[config.mk]
export PLATFORM = sky130hd
export DESIGN_NAME = dmem_timer_responder
export DESIGN_NICKNAME = d
export VERILOG_FILES = /design/src/rtl/dmem_timer_responder.sv
export SDC_FILE = /design/constraint.sdc
export NUM_CORES = 1
export LEC_CHECK = 0
export ABC_CLOCK_PERIOD_IN_PS = 2600
export CAP_MARGIN = 15
export CORE_MARGIN = 2
export CORE_UTILIZATION = 35
export DETAILED_ROUTE_END_ITERATION = 8
export GPL_TIMING_DRIVEN = 0
export RECOVER_POWER = 25
export SKIP_LAST_GASP = 1
export SYNTH_ARGS = -nofsm -noshare
export SYNTH_HDL_FRONTEND = slang
export SYNTH_SLANG_ARGS = --single-unit
[constraint.sdc]
create_clock -name clk -period 2.6 [get_ports clk]
set_input_delay 0.26 -clock clk [delete_from_list [all_inputs] [get_ports clk]]
set_output_delay 0.26 -clock clk [all_outputs]
set_load 0.1 [all_outputs]
[src/rtl/dmem_timer_responder.sv]
// dmem_timer_responder: memory-mapped 64-bit timer/compare peripheral that
// answers processor data-port requests after a fixed response latency and
// raises a level interrupt once mtime reaches mtimecmp.
module dmem_timer_responder #(
  parameter int unsigned RESP_LATENCY = 2,
  parameter int unsigned PRESCALE     = 1,
  parameter logic [63:0] MTIME_RESET  = 64'd0
) (
  input  logic        clk,
  input  logic        reset,
  input  logic        ip_sel,
  input  logic [31:0] ip_data_addr,
  input  logic        ip_data_wr,
  input  logic [3:0]  ip_data_mask,
  input  logic [31:0] ip_data_from_proc,
  input  logic        ip_data_rd,
  output logic        op_data_valid,
  output logic [31:0] op_data_from_dmem,
  output logic        op_irq
);

  typedef enum logic [1:0] {
    S_IDLE = 2'd0,
    S_WAIT = 2'd1,
    S_RESP = 2'd2
  } state_t;

  localparam logic [3:0]  LAT_LOAD = 4'(RESP_LATENCY - 1);
  localparam logic [31:0] PRE_MAX  = 32'(PRESCALE - 1);

  // Byte-lane merge of write data into an existing 32-bit register value.
  function automatic logic [31:0] f_merge(input logic [31:0] old_v,
                                          input logic [31:0] new_v,
                                          input logic [3:0]  mask);
    logic [31:0] res;
    res = old_v;
    for (int i = 0; i < 4; i++) begin
      if (mask[i]) begin
        res[8*i +: 8] = new_v[8*i +: 8];
      end else begin
        res[8*i +: 8] = old_v[8*i +: 8];
      end
    end
    return res;
  endfunction

  state_t      r_state;
  state_t      w_next_state;
  logic [3:0]  r_lat_cnt;
  logic [2:0]  r_addr;
  logic        r_wr;
  logic [3:0]  r_mask;
  logic [31:0] r_wdata;
  logic        r_valid;
  logic [63:0] r_mtime;
  logic [63:0] r_mtimecmp;
  logic        r_en;
  logic [31:0] r_pre_cnt;
  logic        r_irq;
  logic [31:0] w_rdata;

  // Address bits outside [4:2] are decoded by the SoC, not here.
  logic w_unused_addr;
  assign w_unused_addr = ^{ip_data_addr[31:5], ip_data_addr[1:0]};

  logic w_req;
  logic w_commit;
  logic w_tick;
  logic w_ge;
  logic w_mt_lo_wr;
  logic w_mt_hi_wr;

  assign w_req      = ip_sel & (ip_data_rd | ip_data_wr);
  assign w_commit   = (r_state == S_RESP) & r_wr;
  assign w_tick     = r_en & (r_pre_cnt == PRE_MAX);
  assign w_ge       = (r_mtime >= r_mtimecmp);
  assign w_mt_lo_wr = w_commit & (r_addr == 3'd0) & (r_mask != 4'd0);
  assign w_mt_hi_wr = w_commit & (r_addr == 3'd1) & (r_mask != 4'd0);

  // FSM state register.
  always_ff @(posedge clk or negedge reset) begin
    if (!reset) begin
      r_state <= S_IDLE;
    end else begin
      r_state <= w_next_state;
    end
  end

  // Next-state logic: accept in IDLE, count down in WAIT, answer once in RESP.
  always_comb begin
    w_next_state = r_state;
    case (r_state)
      S_IDLE: begin
        if (w_req) begin
          if (LAT_LOAD == 4'd0) begin
            w_next_state = S_RESP;
          end else begin
            w_next_state = S_WAIT;
          end
        end else begin
          w_next_state = S_IDLE;
        end
      end
      S_WAIT: begin
        if (r_lat_cnt <= 4'd1) begin
          w_next_state = S_RESP;
        end else begin
          w_next_state = S_WAIT;
        end
      end
      S_RESP:  w_next_state = S_IDLE;
      default: w_next_state = S_IDLE;
    endcase
  end

  // Request capture at accept and latency countdown while waiting.
  always_ff @(posedge clk or negedge reset) begin
    if (!reset) begin
      r_lat_cnt <= 4'd0;
      r_addr    <= 3'd0;
      r_wr      <= 1'b0;
      r_mask    <= 4'd0;
      r_wdata   <= 32'd0;
    end else if ((r_state == S_IDLE) && w_req) begin
      r_lat_cnt <= LAT_LOAD;
      r_addr    <= ip_data_addr[4:2];
      r_wr      <= ip_data_wr;
      r_mask    <= ip_data_mask;
      r_wdata   <= ip_data_from_proc;
    end else if (r_state == S_WAIT) begin
      r_lat_cnt <= r_lat_cnt - 4'd1;
    end
  end

  // Response strobe, high exactly for the RESP cycle.
  always_ff @(posedge clk or negedge reset) begin
    if (!reset) begin
      r_valid <= 1'b0;
    end else begin
      r_valid <= (w_next_state == S_RESP);
    end
  end

  // Prescale counter, frozen while the timer is disabled.
  always_ff @(posedge clk or negedge reset) begin
    if (!reset) begin
      r_pre_cnt <= 32'd0;
    end else if (r_en) begin
      r_pre_cnt <= w_tick ? 32'd0 : (r_pre_cnt + 32'd1);
    end
  end

  // mtime: a software write wins over (and suppresses) that cycle's increment.
  always_ff @(posedge clk or negedge reset) begin
    if (!reset) begin
      r_mtime <= MTIME_RESET;
    end else if (w_mt_lo_wr) begin
      r_mtime[31:0] <= f_merge(r_mtime[31:0], r_wdata, r_mask);
    end else if (w_mt_hi_wr) begin
      r_mtime[63:32] <= f_merge(r_mtime[63:32], r_wdata, r_mask);
    end else if (w_tick) begin
      r_mtime <= r_mtime + 64'd1;
    end
  end

  // Compare value and enable bit, written when a write leaves RESP.
  always_ff @(posedge clk or negedge reset) begin
    if (!reset) begin
      r_mtimecmp <= 64'hFFFF_FFFF_FFFF_FFFF;
      r_en       <= 1'b0;
    end else if (w_commit) begin
      case (r_addr)
        3'd2:    r_mtimecmp[31:0]  <= f_merge(r_mtimecmp[31:0], r_wdata, r_mask);
        3'd3:    r_mtimecmp[63:32] <= f_merge(r_mtimecmp[63:32], r_wdata, r_mask);
        3'd4:    r_en              <= r_mask[0] ? r_wdata[0] : r_en;
        default: r_en              <= r_en;
      endcase
    end
  end

  // Interrupt level, one cycle behind the counters.
  always_ff @(posedge clk or negedge reset) begin
    if (!reset) begin
      r_irq <= 1'b0;
    end else begin
      r_irq <= r_en & w_ge;
    end
  end

  // Register read mux over the current register contents.
  always_comb begin
    w_rdata = 32'd0;
    case (r_addr)
      3'd0:    w_rdata = r_mtime[31:0];
      3'd1:    w_rdata = r_mtime[63:32];
      3'd2:    w_rdata = r_mtimecmp[31:0];
      3'd3:    w_rdata = r_mtimecmp[63:32];
      3'd4:    w_rdata = {31'd0, r_en};
      3'd5:    w_rdata = {31'd0, w_ge};
      default: w_rdata = 32'd0;
    endcase
  end

  assign op_data_valid     = r_valid;
  assign op_data_from_dmem = (r_valid && !r_wr) ? w_rdata : 32'd0;
  assign op_irq            = r_irq;

endmodule

==> results.cfg, run 1 <==
[run_status]
outcome = finished, violations left
violations = max-capacitance violations, max-slew violations, negative setup slack

[clock_tree]
clock_latency_ns = 0.55
cts_root_buffer = clkbuf_16
path_clk_slew_ns = 0.06
clockBufferDepth = 3
clock_sinks = 209
numCtsBuffers = 27
cts_tree = yes
h-tree-depth = 1

[logic_synthesis]
synth_edf_count = 0
syn_nets = 1447
syn_inst = 1305
synth_area_leader_cell = dfrtp_1
synthSimpleGateAreaFrac_pct = 14.92
ys_types = 62
synth.most_common_cell = a21oi_1
synth_top_area_share_pct = 29.38
yosys_register_bits = 209
synth_compound_area_share_pct = 19.56
synthArstFlopShare_pct = 100.0
synthAdderAreaFrac_pct = 6.992
avgSynthCellArea_um2 = 9.462
synth.area.top_cells = dfrtp_1 (29%), dfstp_2 (14%), mux2_2 (8.3%)
synth_mux_area_share_pct = 8.461
ys_warn_count = 0
synth_top_family_by_area = compound AO/OA/AOI/OAI gates
synth_area_um2 = 12350
seq_area_frac_synth_pct = 43.00
synth_common_cells = a21oi_1 (148), dfrtp_1 (145), nand2_1 (113)
synth_flop_cell = dfrtp_1
synth-xor-area-share_pct = 2.270

[place]
place_hpwl_mm = 29.04
io_buffers = 77
dpl_cell_area_um2 = 14050
numPlacedInstances = 1840
gp_congestion = 0.9721

[grt]
grt_pass1_wl_mm = 64.79
antenna_found_initial = 0
grt_use_total_pct = 22.73
grt_max_degree = 108
grt_pass1_vias = 11090
gr-total-overflow = 0

[sta]
setup_viol = 2
finalMaxSlewViolations = 107
setup_slack_ns = -0.8738
post-route-min-period_ns = 3.474
finalCritPeriodShare_pct = 133.6
finalHoldViolCount = 0
slew_headroom_pct = -2.834
fin_worst_skew_ns = 0.02420
tightest_slew_ns = 1.543
final.setup.tns_ns = -0.8763
clock.fmax_ghz = 0.2879
rsz0062_at_grt = yes
holdWs_ns = 0.3164

[setup_path]
cp_data_required_time_ns = 2.34
cp-start-kind = flop
crit_path_end_kind = output pin
critical_path_class = reg2out
reg2regPathDepth = 8
critPathArrivalTime_ns = 3.21
crit_fanout = 3

[pwr]
combPwrFrac_pct = 42.3
power.switching_mw = 6.243
p_total_mw = 15.89
leakagePower_nw = 6.427
p_sw_share_pct = 39.29
powerDensity_nw_per_um2 = 979.5
vdd_ir_drop_max_v = 0.0007248
seq_power_share_pct = 34.3
p_int_mw = 9.645
power.share.clock_pct = 23.4

[die]
rows = 68
dieWidth_um = 191.8
die_area_um2 = 36800
die_y_um = 191.8
io_pins = 107
core-area_um2 = 34630
initial_utilization_pct = 35.66

[route]
wl_per_cell_um = 21.42
vias_per_cell = 5.777
dr.first_iter.drc_count = 1026
wirelength_mm = 41.62
drc = 0
ant_nets = 0
drtPass1Iterations = 5
vias = 11230

[final_layout]
register_area_um2 = 5325
fillers = 3216
drive_gt1_share_pct = 31.12
num_antenna_cells = 0
multi_input_area_um2 = 7249
nets = 1610
final_cells = 1943
design_area_um2 = 16220
syn_to_final_growth_pct = 31.35

[hold_path]
holdPathStages = 2
hold_path.class = in2reg

[run]
drv_cap = 1
[registers in the layout, indices dropped and copies added, names as in the netlist]
name,count
r_addr,3
r_wdata,32
r_pre_cnt,32
op_irq,1
r_mtime,64
r_wr,1
r_en,1
r_lat_cnt,4
r_mask,4
op_data_valid,1
r_mtimecmp,64
r_state,2
[layout by cell type, fill, tap and decap left out, types with 8 or more instances in the layout]
cell type and instances:
a21oi_4 25, inv_1 73, a21oi_2 8, a22oi_1 55, clkdlybuf4s50_1 44, nor3_1 14, nor2_1 54, clkbuf_16 28
clkbuf_8 15, clkbuf_4 8, inv_2 11, dfstp_2 64, and3_1 23, buf_6 27, o21ai_0 71, o22a_1 12
buf_12 13, nand3_1 41, clkbuf_2 12, ha_4 19, nand4_1 42, a2bb2oi_1 19, o22ai_1 26, a31oi_1 10
dfrtp_2 12, mux2_2 91, clkbuf_1 26, ha_1 50, nor4_1 15, buf_4 59, a21oi_1 116, xor2_1 11
dfrtp_1 133, a22oi_2 9, nand2_1 110, xnor2_1 21
[worst max-delay path, stage by stage, from the launching register on]
cell and delay (ns):
dfstp_2 0.54, inv_2 0.05, ha_4 0.26, nand4_1 0.12, buf_6 0.16, nor4_4 0.38
a21oi_2 0.14, buf_4 0.16, nand4_1 0.09, a31oi_2 0.07, o211ai_1 0.39, buf_6 0.29
[through the flow]
step | utilization (%) | setup WS (ns)
after floorplan | - | -0.8681
after global placement | 40.42 | -7.970
after detailed placement | 40.58 | -1.647
after CTS | 45.94 | -0.7836
after global routing | 46.84 | -0.8642
final | 46.84 | -0.8738
[power by group through the flow]
stage	registers (mW)	logic, mW	clock network, mW
2_1_floorplan	5.10	3.20	0
3_3_place_gp	5.45	4.72	0
3_5_place_dp	5.47	4.84	0
4_1_cts	5.43	6.30	3.80
5_1_grt	5.60	7.15	3.93
6_report	5.45	6.72	3.72
[kinds of logic (layout without fill, tap and decap cells)]
group / after synthesis / count (layout)
and+or+nand+nor: 360 / 360
adders and majority gates: 69 / 69
muxes: 93 / 93
xor gates and xnor gates: 32 / 32
AOI/OAI and AO/OA: 392 / 392
buffers and inverters: 150 / 333
DFF: 209 / 209
[worst paths after layout]
kind	to	slack (ns)	from
min reg2reg	r_pre_cnt[8]	0.49	r_pre_cnt[8]
min	r_mask[1]	0.32	ip_data_mask[1]
min in group asynchronous	r_wdata[6]	0.66	reset
max	op_data_from_dmem[0]	-0.87	r_mtimecmp[47]
max reg2reg	r_mtime[28]	0.03	r_mask[1]
max in group asynchronous	r_mask[0]	0.64	reset
[final cells by class]
type | count | area share [%]
Multi-Input combinational cell | 946 | 44.70
Clock inverter | 7 | 0.4320
Sequential cell | 209 | 32.83
Inverter | 84 | 1.944
Buffer | 59 | 2.638
Tap cell | 455 | 3.510
Clock buffer | 42 | 5.007
Timing Repair Buffer | 141 | 8.941
[repair_timing]
item	4_1_cts	5_1_grt
pin swaps	39	24
buffers inserted	47	11
setup endpoints to repair	139	105
cloned	0	1
resized for setup	356	96
endpoints found under the hold margin	70	0
hold buffers	1	0
[layer usage]
metal  part of all wire [%]  vias up  GRT usage [%]
met5                      0        -              0
met4                    4.0        0          7.988
met3                    6.4      117          3.399
met2                     46      434          36.60
met1                     44     5533          31.07
li1                       -     5141              -
No activity file was read; power rests on OpenSTA's default activity.
==> inputs of run 2 (changes only) <==
--- a/config.mk
+++ b/config.mk
@@ -11,6 +11,7 @@
 export CORE_UTILIZATION = 35
 export DETAILED_ROUTE_END_ITERATION = 8
 export GPL_TIMING_DRIVEN = 0
+export MAX_ROUTING_LAYER = met4
 export RECOVER_POWER = 25
 export SKIP_LAST_GASP = 1
 export SYNTH_ARGS = -nofsm -noshare
==> results.cfg, run 2 (synthesis gave the netlist of run 1 again) <==
[run_status]
outcome = finished, violations left
violations = max-capacitance violations, max-slew violations, negative setup slack

[die]
io_pins = 107
die_area_um2 = 36800
dieWidth_um = 191.8
core-area_um2 = 34630
die_y_um = 191.8
initial_utilization_pct = 35.66
rows = 68

[grt]
gr-total-overflow = 0
grt_use_total_pct = 23.14
grt_pass1_wl_mm = 63.20
antenna_found_initial = 0
grt_max_degree = 115
grt_pass1_vias = 10880

[final_layout]
layout_commonest_cell = dfrtp_1
drive_gt1_share_pct = 32.87
num_antenna_cells = 0
top_regs = r_mtime x64, r_mtimecmp x64
layout_common_cells = dfrtp_1 (135), a21oi_1 (113), nand2_1 (110), mux2_2 (91), inv_1 (79)
syn_to_final_growth_pct = 35.83
nets = 1628

[route]
drtPass1Iterations = 7
wl_per_cell_um = 21.73
vias_per_cell = 5.799
dr.first_iter.drc_count = 1008
vias = 11370
ant_nets = 0
drc = 0
wirelength_mm = 42.61

[clock_tree]
h-tree-depth = 1
numCtsBuffers = 26
clock_sinks = 209
clockBufferDepth = 3
cts_tree = yes
clock_latency_ns = 0.56
path_clk_slew_ns = 0.06
cts_root_buffer = clkbuf_16

[setup_path]
slowest_delay_ns = 0.63
critPathArrivalTime_ns = 3.24
ff2ff_setup_slack_ns = -0.17
reg2regPathDepth = 12
critical_path_class = reg2out
path_delay_family = compound AO/OA/AOI/OAI gates
r2r_end = op_irq
critical_path_cell_count = 9
crit_top_cell = nand4_1
cp-start-kind = flop
worstReg2RegStart = r_mtimecmp[47]
path_cells = inv_1, ha_1, nand4_1, nor4_4, a222oi_1, nand4_1, a31oi_2, o211ai_1, buf_6
endpoint = op_data_from_dmem[0]
cp_slowest_cell = a222oi_1
crit_buf_inv = 2
crit_fanout = 3
cp-startpoint = r_mtimecmp[28]
crit_path_end_kind = output pin
cp_data_required_time_ns = 2.34

[run]
drv_cap = 1

[sta]
slew_headroom_pct = -8.121
finalMaxSlewViolations = 114
finalHoldViolCount = 0
holdWs_ns = 0.3122
tightest_slew_ns = 1.622
fin_worst_skew_ns = 0.03655
rsz0062_at_grt = yes
setup_viol = 36
post-route-min-period_ns = 3.502
setup_slack_ns = -0.9019
clock.fmax_ghz = 0.2856
finalCritPeriodShare_pct = 134.7

[pwr]
leakagePower_nw = 6.621
powerDensity_nw_per_um2 = 982.5
vdd_ir_drop_max_v = 0.0006978
p_total_mw = 16.48

[place]
gp_congestion = 0.9785
io_buffers = 77
place_hpwl_mm = 28.83

[hold_path]
hold_path.class = in2reg
holdPathStages = 2
==> run 2: through the flow <==
stage | instance area, µm² | setup WS [ns] | setup TNS (ns) | cells | util, %
floorplan | 12660 | -0.8681 | -6.402 | 1305 | -
global placement | 14000 | -8.012 | -1596.75 | 1837 | 40.42
detailed placement | 14090 | -1.548 | -84.09 | 1842 | 40.68
CTS | 15980 | -0.8056 | -1.955 | 1934 | 46.14
global route | 16770 | -0.9062 | -7.031 | 1961 | 48.44
finish | 16770 | -0.9019 | -4.451 | 1961 | 48.44
==> run 2: metal layers <==
metal | share of wire, % | vias up | global-route usage [%] | wire length (µm)
met5 | 0 | - | - | 0
met4 | 4.4 | 0 | 9.349 | 1870
met3 | 7.9 | 104 | 4.202 | 3349
met2 | 45 | 520 | 35.03 | 19050
met1 | 43 | 5549 | 30.60 | 18340
li1 | - | 5198 | - | -
==> run 2: area by class of cell <==
cell class | count | area (µm²)
tap | 455 | 569.3
multi-input combinational | 946 | 7346
clock buffer | 39 | 739.5
inverter | 84 | 315.3
clock inverter | 9 | 86.33
fill | 3127 | 17860
timing repair buffer | 160 | 1888
sequential | 209 | 5323
buffer | 59 | 505.5
==> run 2: worst reg2reg max path: cells and delay by family, from the launching register on <==
family | cells | cell delay, ns
AND/OR/NAND/NOR | 4 | 0.65
adder cells (fa/ha/maj) | 1 | 0.27
flip-flops | 1 | 0.55
buffers and inverters | 5 | 0.53
AO/OA/AOI/OAI | 2 | 0.60
==> run 2: timing repair <==
action                     4_1_cts  5_1_grt
gates cloned                     3        6
pin swaps                       46       63
hold buffers                     1        0
gates resized for setup        388      163
setup endpoints to repair      104      117
hold endpoints to repair        76        0
buffers inserted                45       24
==> run 2: how the worst min path moves through the flow <==
stage	start	end
finish	ip_data_from_proc[25]	r_wdata[25]
global route	ip_data_from_proc[13]	r_wdata[13]
CTS	ip_data_from_proc[14]	r_wdata[14]
detailed placement	reset	r_wdata[3]
global placement	r_pre_cnt[31]	r_pre_cnt[31]
floorplan	reset	op_data_valid
==> run 2: report_power, final <==
part / internal [mW] / switching (mW)
Clock: 2.06 / 1.45
Sequential: 4.41 / 1.08
Combinational: 3.51 / 3.96
Total: 9.99 / 6.49
==> inputs of run 3 (changes only) <==
--- a/config.mk
+++ b/config.mk
@@ -5,7 +5,7 @@
 export SDC_FILE = /design/constraint.sdc
 export NUM_CORES = 1
 export LEC_CHECK = 0
-export ABC_CLOCK_PERIOD_IN_PS = 2600
+export ABC_CLOCK_PERIOD_IN_PS = 3700
 export CAP_MARGIN = 15
 export CORE_MARGIN = 2
 export CORE_UTILIZATION = 35
@@ -14,6 +14,7 @@
 export MAX_ROUTING_LAYER = met4
 export RECOVER_POWER = 25
 export SKIP_LAST_GASP = 1
+export SLEW_MARGIN = 20
 export SYNTH_ARGS = -nofsm -noshare
 export SYNTH_HDL_FRONTEND = slang
 export SYNTH_SLANG_ARGS = --single-unit
==> constraint.sdc (replaced) <==
create_clock -name clk -period 3.7 [get_ports clk]
set_input_delay 0.37 -clock clk [delete_from_list [all_inputs] [get_ports clk]]
set_output_delay 0.37 -clock clk [all_outputs]
set_load 0.1 [all_outputs]
==> results.cfg, run 3 (synthesis gave the netlist of run 1 again) <==
[die]
io_pins = 107
core-area_um2 = 34630
initial_utilization_pct = 35.66
die_area_um2 = 36800
die_y_um = 191.8
rows = 68
dieWidth_um = 191.8

[route]
drtPass1Iterations = 5
wirelength_mm = 39.24
drc = 0
ant_nets = 0
vias_per_cell = 5.756
vias = 10860
wl_per_cell_um = 20.80
dr.first_iter.drc_count = 1102

[sta]
post-route-min-period_ns = 3.573
finalMaxSlewViolations = 31
holdWs_ns = 0.4188
fin_worst_skew_ns = 0.009998
finalCritPeriodShare_pct = 96.57
setup_viol = 0
finalHoldViolCount = 0
rsz0062_at_grt = no
final.setup.tns_ns = 0
slew_headroom_pct = -15.90
setup_slack_ns = 0.1270
clock.fmax_ghz = 0.2799
tightest_slew_ns = 1.739

[clock_tree]
path_clk_slew_ns = 0.06
cts_tree = yes
numCtsBuffers = 25
clock_sinks = 209
cts_root_buffer = clkbuf_16
clock_latency_ns = 0.53
h-tree-depth = 1
clockBufferDepth = 3

[hold_path]
holdPathStages = 3
min_from = ip_data_mask[3]
hold_path.class = in2reg

[setup_path]
cp_data_required_time_ns = 3.33
crit_fanout = 10
worstReg2RegStart = r_mtime[10]
cp-startpoint = r_addr[2]
path_cells = clkbuf_1, nand2_1, nand3b_1, clkbuf_1, a21oi_1, clkdlybuf4s18_2
crit_buf_inv = 3
critPathArrivalTime_ns = 3.20
critical_path_cell_count = 6
reg2regPathDepth = 7
crit_top_cell = clkbuf_1
slowest_delay_ns = 0.51
cp_slowest_cell = clkbuf_1
crit_path_end_kind = output pin
path_delay_family = buffers and inverters
cp-start-kind = flop
critical_path_class = reg2out

[final_layout]
num_antenna_cells = 0
layout_commonest_cell = a21oi_1
nets = 1557
syn_to_final_growth_pct = 18.68
multi_input_area_um2 = 6531
register_area_um2 = 5310
layout_common_cells = a21oi_1 (147), dfrtp_1 (145), nand2_1 (113), mux2_2 (91), inv_1 (84)
fillers = 3388
drive_gt1_share_pct = 18.99
top_regs = r_mtime x64, r_mtimecmp x64

[grt]
grt_pass1_vias = 10430
antenna_found_initial = 0
grt_pass1_wl_mm = 60.92
grt_use_total_pct = 22.06
grt_max_degree = 93
gr-total-overflow = 0

[place]
gp_congestion = 0.9375
place_ws_ns = -0.4982
io_buffers = 77
place_hpwl_mm = 28.15

[pwr]
power.share.clock_pct = 24.9
p_int_mw = 5.956
combPwrFrac_pct = 36.1
leakagePower_nw = 5.864
p_total_mw = 9.873
seq_power_share_pct = 39.0
p_sw_share_pct = 39.67
power.switching_mw = 3.917
vdd_ir_drop_max_v = 0.0003968
powerDensity_nw_per_um2 = 673.7

[run_status]
outcome = finished, violations left
violations = max-capacitance violations, max-slew violations

[run]
drv_cap = 1
-- run 3: cell type report --
type | instances | area share (%)
inverters | 84 | 2.151
multi-input cells | 946 | 44.57
flip-flops and latches | 209 | 36.23
well taps | 455 | 3.885
repair buffers | 84 | 5.695
clock buffers | 36 | 5.097
plain buffers | 65 | 1.929
clock inverters | 8 | 0.4440
-- run 3: tightest hold or removal path, stage by stage --
cell	delay, ns
clkdlybuf4s50_1	0.40
nand2_1	0.06
o21ai_0	0.07
-- run 3: final timing paths --
| kind | to | slack (ns) |
|---|---|---|
| setup / recovery | op_data_from_dmem[3] | 0.13 |
| hold / removal | r_mask[3] | 0.42 |
| setup reg to reg | r_mtime[57] | 0.21 |
| hold reg to reg | r_pre_cnt[31] | 0.49 |
| max in group asynchronous | r_mtime[34] | 0.64 |
| min in group asynchronous | r_wdata[4] | 0.84 |
-- run 3: what timing repair did --
item,CTS,global route
hold buffers,1,0
gates resized for setup,106,22
setup buffers,0,4
setup endpoints to repair,32,30
pin swaps,0,2
endpoints found under the hold margin,28,0
-- run 3: through the flow --
step	util, %	cells	area, µm²
2_1_floorplan	-	1305	12350
3_3_place_gp	39.53	1837	13690
3_5_place_dp	39.72	1839	13750
4_1_cts	42.28	1884	14640
5_1_grt	42.32	1887	14660
6_report	42.32	1887	14660
-- run 3: metal layers --
| metal | vias up | wire [µm] | global-route usage [%] |
|---|---|---|---|
| met3 | 95 | 2692 | 3.271 |
| met5 | - | 0 | - |
| met2 | 407 | 17650 | 33.71 |
| met1 | 5331 | 17360 | 29.85 |
| li1 | 5028 | - | - |
| met4 | 0 | 1534 | 7.722 |
-- run 3: power by group through the flow --
stage	clock network (mW)	registers [mW]	logic, mW
after floorplan	0	3.58	2.18
after detailed placement	0	3.85	3.29
final	2.46	3.85	3.56
after global placement	0	3.84	3.20
after CTS	2.52	3.81	3.35
after global routing	2.61	3.95	3.87
